$ cat config.mk
export PLATFORM = sky130hd
export DESIGN_NAME = i2c_master_arbiter
export DESIGN_NICKNAME = d
export VERILOG_FILES = /design/src/rtl/i2c_master_arbiter.sv
export SDC_FILE = /design/constraint.sdc
export NUM_CORES = 1
export LEC_CHECK = 0
export BUFFER_PORTS_ARGS = -buffer_cell sky130_fd_sc_hd__clkbuf_2
export CAP_MARGIN = 20
export CORE_ASPECT_RATIO = 1.75
export CORE_UTILIZATION = 51
export CTS_BUF_LIST = sky130_fd_sc_hd__clkbuf_2
export DETAILED_ROUTE_END_ITERATION = 7
export PLACE_DENSITY = 0.94
export SETUP_SLACK_MARGIN = 0.3
export SLEW_MARGIN = 20
export SYNTH_ARGS = -nofsm -noshare
export SYNTH_HDL_FRONTEND = slang
export SYNTH_SLANG_ARGS = --single-unit
$ cat constraint.sdc
create_clock -name i_clk -period 3.4 [get_ports i_clk]
set_input_delay 0.85 -clock i_clk [delete_from_list [all_inputs] [get_ports i_clk]]
set_output_delay 0.85 -clock i_clk [all_outputs]
set_load 0.02 [all_outputs]
$ cat src/rtl/i2c_master_arbiter.sv
// Round-robin arbiter sharing one i2c_master between NUM_REQ requesters.
// One grant per complete transaction, with start/transfer watchdogs that abort stuck transactions.
module i2c_master_arbiter #(
  parameter int NUM_REQ       = 3,
  parameter int START_TIMEOUT = 64,
  parameter int XFER_TIMEOUT  = 2_000_000,
  parameter int PTR_W         = $clog2(NUM_REQ)
) (
  input  logic                  i_clk,
  input  logic                  i_rst_n,
  input  logic [NUM_REQ-1:0]    i_req,
  input  logic [NUM_REQ*10-1:0] i_req_addr,
  input  logic [NUM_REQ*8-1:0]  i_req_byte_cnt,
  input  logic [NUM_REQ-1:0]    i_req_rd,
  input  logic [NUM_REQ*8-1:0]  i_req_tx_data,
  output logic [NUM_REQ-1:0]    o_grant,
  output logic [NUM_REQ-1:0]    o_tx_data_needed,
  output logic [NUM_REQ-1:0]    o_rx_data_valid,
  output logic [7:0]            o_rx_data,
  output logic [NUM_REQ-1:0]    o_done,
  output logic [NUM_REQ-1:0]    o_nack,
  output logic [NUM_REQ-1:0]    o_timeout,
  output logic [9:0]            m_slave_addr,
  output logic [7:0]            m_byte_cnt,
  output logic [3:0]            m_control_reg,
  output logic [3:0]            m_mode_reg,
  output logic [7:0]            m_tx_data,
  input  logic                  m_tx_data_needed,
  input  logic                  m_rx_data_valid,
  input  logic [7:0]            m_rx_data,
  input  logic [4:0]            m_status_reg
);

  typedef enum logic [2:0] {
    IDLE,
    LAUNCH,
    WAIT_BUSY,
    XFER,
    FINISH
  } state_t;

  localparam logic [31:0] START_LIM = 32'(START_TIMEOUT - 1);
  localparam logic [31:0] XFER_LIM  = 32'(XFER_TIMEOUT - 1);
  localparam logic [3:0]  CTRL_START = 4'b1000;
  localparam logic [3:0]  CTRL_ABORT = 4'b0001;

  state_t               state_q;
  logic [PTR_W-1:0]     owner_q;
  logic [PTR_W-1:0]     ptr_q;
  logic [NUM_REQ-1:0]   grant_q;
  logic [9:0]           addr_q;
  logic [7:0]           cnt_q;
  logic                 rd_q;
  logic [3:0]           ctrl_q;
  logic [NUM_REQ-1:0]   done_q;
  logic [NUM_REQ-1:0]   nack_q;
  logic [NUM_REQ-1:0]   tmo_q;
  logic [31:0]          wdog_q;
  logic                 busy_q;

  logic [PTR_W-1:0]     sel_d;
  logic [NUM_REQ-1:0]   sel_oh_d;
  logic                 sel_vld_d;
  logic [31:0]          wdog_d;
  logic                 busy_fall;
  logic                 in_xfer;
  logic                 unused_status;

  assign unused_status = ^m_status_reg[3:1];

  // Round-robin search from ptr+1 upward with wrap; the lowest offset hit wins.
  always_comb begin
    int j;
    sel_d     = '0;
    sel_oh_d  = '0;
    sel_vld_d = 1'b0;
    j         = 0;
    for (int i = NUM_REQ; i >= 1; i--) begin
      j = int'(ptr_q) + i;
      if (j >= NUM_REQ) j = j - NUM_REQ;
      if (i_req[j]) begin
        sel_d     = PTR_W'(j);
        sel_oh_d  = '0;
        sel_oh_d[j] = 1'b1;
        sel_vld_d = 1'b1;
      end
    end
  end

  assign wdog_d    = (&wdog_q) ? wdog_q : wdog_q + 32'd1;
  assign busy_fall = busy_q && !m_status_reg[4];
  assign in_xfer   = (state_q == XFER);

  // Data handshakes are steered to the owner only, and only while the transfer is live.
  assign o_tx_data_needed = (in_xfer && m_tx_data_needed) ? grant_q : '0;
  assign o_rx_data_valid  = (in_xfer && m_rx_data_valid)  ? grant_q : '0;
  assign o_rx_data        = m_rx_data;
  assign m_tx_data        = in_xfer ? i_req_tx_data[int'(owner_q)*8 +: 8] : 8'h00;

  assign o_grant       = grant_q;
  assign o_done        = done_q;
  assign o_nack        = nack_q;
  assign o_timeout     = tmo_q;
  assign m_slave_addr  = addr_q;
  assign m_byte_cnt    = cnt_q;
  assign m_control_reg = ctrl_q;
  assign m_mode_reg    = {1'b0, rd_q, 2'b00};

  always_ff @(posedge i_clk) begin
    if (!i_rst_n) begin
      state_q <= IDLE;
      owner_q <= '0;
      ptr_q   <= PTR_W'(NUM_REQ - 1);
      grant_q <= '0;
      addr_q  <= '0;
      cnt_q   <= '0;
      rd_q    <= 1'b0;
      ctrl_q  <= '0;
      done_q  <= '0;
      nack_q  <= '0;
      tmo_q   <= '0;
      wdog_q  <= '0;
      busy_q  <= 1'b0;
    end else begin
      busy_q <= m_status_reg[4];
      ctrl_q <= '0;
      done_q <= '0;
      nack_q <= '0;
      tmo_q  <= '0;
      case (state_q)
        IDLE: begin
          if (sel_vld_d) begin
            owner_q <= sel_d;
            grant_q <= sel_oh_d;
            addr_q  <= i_req_addr[int'(sel_d)*10 +: 10];
            cnt_q   <= i_req_byte_cnt[int'(sel_d)*8 +: 8];
            rd_q    <= i_req_rd[sel_d];
            ctrl_q  <= CTRL_START;
            state_q <= LAUNCH;
          end
        end
        LAUNCH: begin
          wdog_q  <= '0;
          state_q <= WAIT_BUSY;
        end
        // Watchdog counts WAIT_BUSY cycles; abort fires when it reaches START_TIMEOUT.
        WAIT_BUSY: begin
          if (m_status_reg[4]) begin
            wdog_q  <= '0;
            state_q <= XFER;
          end else if (wdog_q >= START_LIM) begin
            ctrl_q  <= CTRL_ABORT;
            tmo_q   <= grant_q;
            grant_q <= '0;
            state_q <= FINISH;
          end else begin
            wdog_q <= wdog_d;
          end
        end
        XFER: begin
          if (busy_fall) begin
            if (m_status_reg[0]) nack_q <= grant_q;
            else                 done_q <= grant_q;
            grant_q <= '0;
            state_q <= FINISH;
          end else if (wdog_q >= XFER_LIM) begin
            ctrl_q  <= CTRL_ABORT;
            tmo_q   <= grant_q;
            grant_q <= '0;
            state_q <= FINISH;
          end else begin
            wdog_q <= wdog_d;
          end
        end
        FINISH: begin
          ptr_q   <= owner_q;
          state_q <= IDLE;
        end
        default: state_q <= IDLE;
      endcase
    end
  end

endmodule

==> impl_metrics.env <==
export IMPL_seqCellArea_mm2=0.00146
export IMPL_yosysWarnings=0
export IMPL_final_period_utilization_pct=87.6
export IMPL_post_dp_cell_area_mm2=0.00473
export IMPL_pwr_share_seq_pct=46.5
export IMPL_holdPathStages=2
export IMPL_antenna_found_initial=0
export IMPL_final_cell_mix="clkbuf_2 (145), dfxtp_1 (73), nor2_1 (43)"
export IMPL_clkLatencyLatePin_ps=540
export IMPL_r2r_cells=7
export IMPL_critPathMaxStageDelay_ps=590
export IMPL_worstSetupPathType="reg -> reg"
export IMPL_grt_start_max_net_pins=38
export IMPL_cts_tree="built"
export IMPL_n_antenna_cell=0
export IMPL_fp_dieArea_mm2=0.00835
export IMPL_ys_seq_area_share_pct=35.9
export IMPL_grt_pass1_wl_mm=18.1
export IMPL_vias=4281
export IMPL_power_internal_mw=1.38
export IMPL_cts_buffers=9
export IMPL_drv_slew=0
export IMPL_route_detailed_drc=0
export IMPL_synth_seq_cells=73
export IMPL_min_period_ps=2980
export IMPL_power_density_mw_per_mm2=431
export IMPL_finalSetupViolations=0
export IMPL_critPathBufInv=0
export IMPL_synth_top_cell_area_share_pct=35.9
export IMPL_slowest_stage="or4_1"
export IMPL_top_register="wdog_q"
export IMPL_rsz0062_at_grt="no"
export IMPL_hold_buffers=0
export IMPL_crit_chain="or4_1, or4_4, o41ai_4, o31a_2, nand2_2, or4_1, a21boi_1"
export IMPL_rows=42
export IMPL_grt_pass1_vias=3910
export IMPL_ant_nets=0
export IMPL_startpoint_type="flip-flop"
export IMPL_clock_sinks=73
export IMPL_setup_worst_path_end_class="flip-flop"
export IMPL_tns_ps=0
export IMPL_clkPwrFrac_pct=26.2
export IMPL_leakagePower_nw=2.12
export IMPL_firstDrtPassIters=5
export IMPL_chipWidth_um=69.5
export IMPL_synth_cell_area_mm2=0.00407
export IMPL_synth_ff_type="dfxtp_1"
export IMPL_largest_register_ffs=32
export IMPL_cts_max_level=3
export IMPL_dp_hpwl_mm=8.61
export IMPL_core_area_mm2=0.00762
export IMPL_hp_class="reg -> reg"
export IMPL_skew_ps=25.8
export IMPL_start_util_pct=53.3
export IMPL_critPathRequiredTime_ps=3870
export IMPL_yosysTopAreaCell="dfxtp_1"
export IMPL_worstReg2RegEnd="wdog_q[2]$_SDFFE_PN0P_"
export IMPL_final_cell_area_mm2=0.00488
export IMPL_fin_nets=715
export IMPL_arrival_ps=3450
export IMPL_finalWirelength_mm=11.2
export IMPL_reg2reg_from="wdog_q[14]$_SDFFE_PN0P_"
export IMPL_synth_edf_count=0
export IMPL_pwr_share_comb_pct=27.3
export IMPL_ir_drop_mv=0.336
export IMPL_status="complete, no violations"
export IMPL_timing_hold_worst_start="wdog_q[31]$_SDFFE_PN0P_"
export IMPL_fillers=603
export IMPL_relSlewSlack_pct=46.8
export IMPL_numPortBuffers=136
export IMPL_synthArstFlopShare_pct=0
export IMPL_syn_area_per_cell_um2=8.20
export IMPL_rrSetupSlack_ps=420
export IMPL_multi_input_area_mm2=0.00235
export IMPL_synth_area_leaders="dfxtp_1 (36%), mux2i_1 (7.9%), o21ai_0 (4.4%)"
export IMPL_vias_per_cell=6.09
export IMPL_tightest_slew_ps=791
export IMPL_die_height_um=120
export IMPL_clk_pin_slew_ps=180
export IMPL_maxCapViolations=0
export IMPL_p_switching_mw=0.724
export IMPL_cts_root_buf="clkbuf_2"
export IMPL_drtIter0Drc=322
export IMPL_crit_family="simple AND/OR/NAND/NOR gates"
export IMPL_io_pins=161
export IMPL_routedWlPerCell_um=15.9
export IMPL_mostFrequentLayoutCell="clkbuf_2"
export IMPL_layout_drive_gt1_share_pct=29.1
export IMPL_finalHoldViolCount=0
export IMPL_fmax_mhz=336
export IMPL_routabilityCongestion=0.928
export IMPL_overflow=0
export IMPL_track_usage_pct=26.6
export IMPL_synthCells=496
export IMPL_worstPathMaxFanout=12
export IMPL_sw_frac_of_total_pct=34.4
export IMPL_clk_path_buf_depth=2
export IMPL_area_growth_pct=20.1
export IMPL_crit_top_cell="or4_1"
export IMPL_min_to="wdog_q[31]$_SDFFE_PN0P_"
export IMPL_ys_types=59
==> kinds of logic after synthesis <==
group / Yosys count / share of synthesized area (%)
multiplexers: 33 / 8.16
adder cells (fa/ha/maj): 4 / 1.23
other: 1 / 0.0922
AO/OA/AOI/OAI: 140 / 23.0
AND/OR/NAND/NOR: 179 / 23.5
XOR/XNOR: 4 / 0.862
flip-flops: 73 / 35.9
buffers and inverters: 62 / 7.23
==> repair_timing <==
item | 4_1_cts | 5_1_grt
resized for setup | 1 | 3
buffers inserted | 1 | 1
gates cloned | 0 | 0
pin swaps | 1 | 1
setup endpoints to repair | 9 | 26
==> cells in the mapped netlist, types with 2 or more instances <==
cell type,n
buf_1,3
buf_2,7
nand4b_1,3
nor2b_1,7
nand3b_1,3
and2_1,11
nor2_1,44
a21boi_1,2
a21oi_1,33
o21a_1,5
and4_1,3
a41oi_1,7
nand3_1,17
buf_4,14
nor3_1,9
a21boi_0,2
o31ai_1,5
o32ai_1,2
a21o_1,2
nand4_1,12
o21ai_0,36
and3_1,18
xnor2_1,3
o22ai_1,2
nand2b_1,6
o41ai_1,2
a31oi_1,6
dfxtp_1,73
a32oi_1,20
inv_1,13
ha_1,4
nor4_1,8
or3_1,2
or4_1,3
nand2_1,25
o21ai_1,2
clkbuf_1,25
o211ai_1,5
mux2i_1,32
==> worst reg2reg max path: stages, from the launching register on <==
cell and delay (ps):
dfxtp_1 420, or4_1 590, or4_4 470, o41ai_4 380, o31a_2 210, nand2_2 160
or4_1 560, a21boi_1 150
==> metrics by stage <==
stage | utilization [%] | hold WS, ps | worst slack [ps] | total power, mW | std cells
final | 64.1 | 486 | 421 | 2.10 | 703
after global placement | 62.0 | 450 | 225 | 1.53 | 685
after global routing | 64.1 | 501 | 303 | 2.20 | 703
after floorplan | - | 421 | 775 | 1.37 | 500
after CTS | 63.9 | 488 | 368 | 2.10 | 702
after detailed placement | 62.1 | 454 | 286 | 1.55 | 685
==> layer usage <==
layer	wire length (um)	part of all wire (%)	up-vias	global-route usage, %
li1	-	-	2057	-
met1	4060	36	1981	27.5
met2	6230	56	215	51.3
met3	654	5.8	28	4.95
met4	259	2.3	0	10.8
met5	0	0	-	0
==> cell type report <==
class,count,share of cell area (%)
Multi-Input combinational cell,365,48.1
Clock buffer,9,0.923
Inverter,13,0.999
Sequential cell,73,29.9
Clock inverter,7,1.74
Timing Repair Buffer,148,16.0
Tap cell,88,2.26
==> power groups by stage <==
stage               Sequential [mW]  Clock [mW]  Combinational, mW
floorplan                      1.02           0              0.346
global placement              0.991           0              0.539
detailed placement            0.992           0              0.562
CTS                           0.976       0.558              0.564
global route                  0.987       0.598              0.619
finish                        0.978       0.552              0.575
==> worst max-delay path by stage <==
stage	startpoint	end	slack, ps	cells after the start
3_5_place_dp	ptr_q[0]$_SDFFE_PN0N_	o_grant[2]$_SDFFE_PN0P_	290	8
6_report	wdog_q[14]$_SDFFE_PN0P_	wdog_q[2]$_SDFFE_PN0P_	420	7
5_1_grt	wdog_q[14]$_SDFFE_PN0P_	wdog_q[2]$_SDFFE_PN0P_	300	7
4_1_cts	ptr_q[0]$_SDFFE_PN0N_	o_grant[2]$_SDFFE_PN0P_	370	8
3_3_place_gp	ptr_q[0]$_SDFFE_PN0N_	m_byte_cnt[7]$_SDFFE_PN0P_	230	9
2_1_floorplan	i_req[0]	o_grant[2]$_SDFFE_PN0P_	780	7
Power figures use the tool's default switching activity.
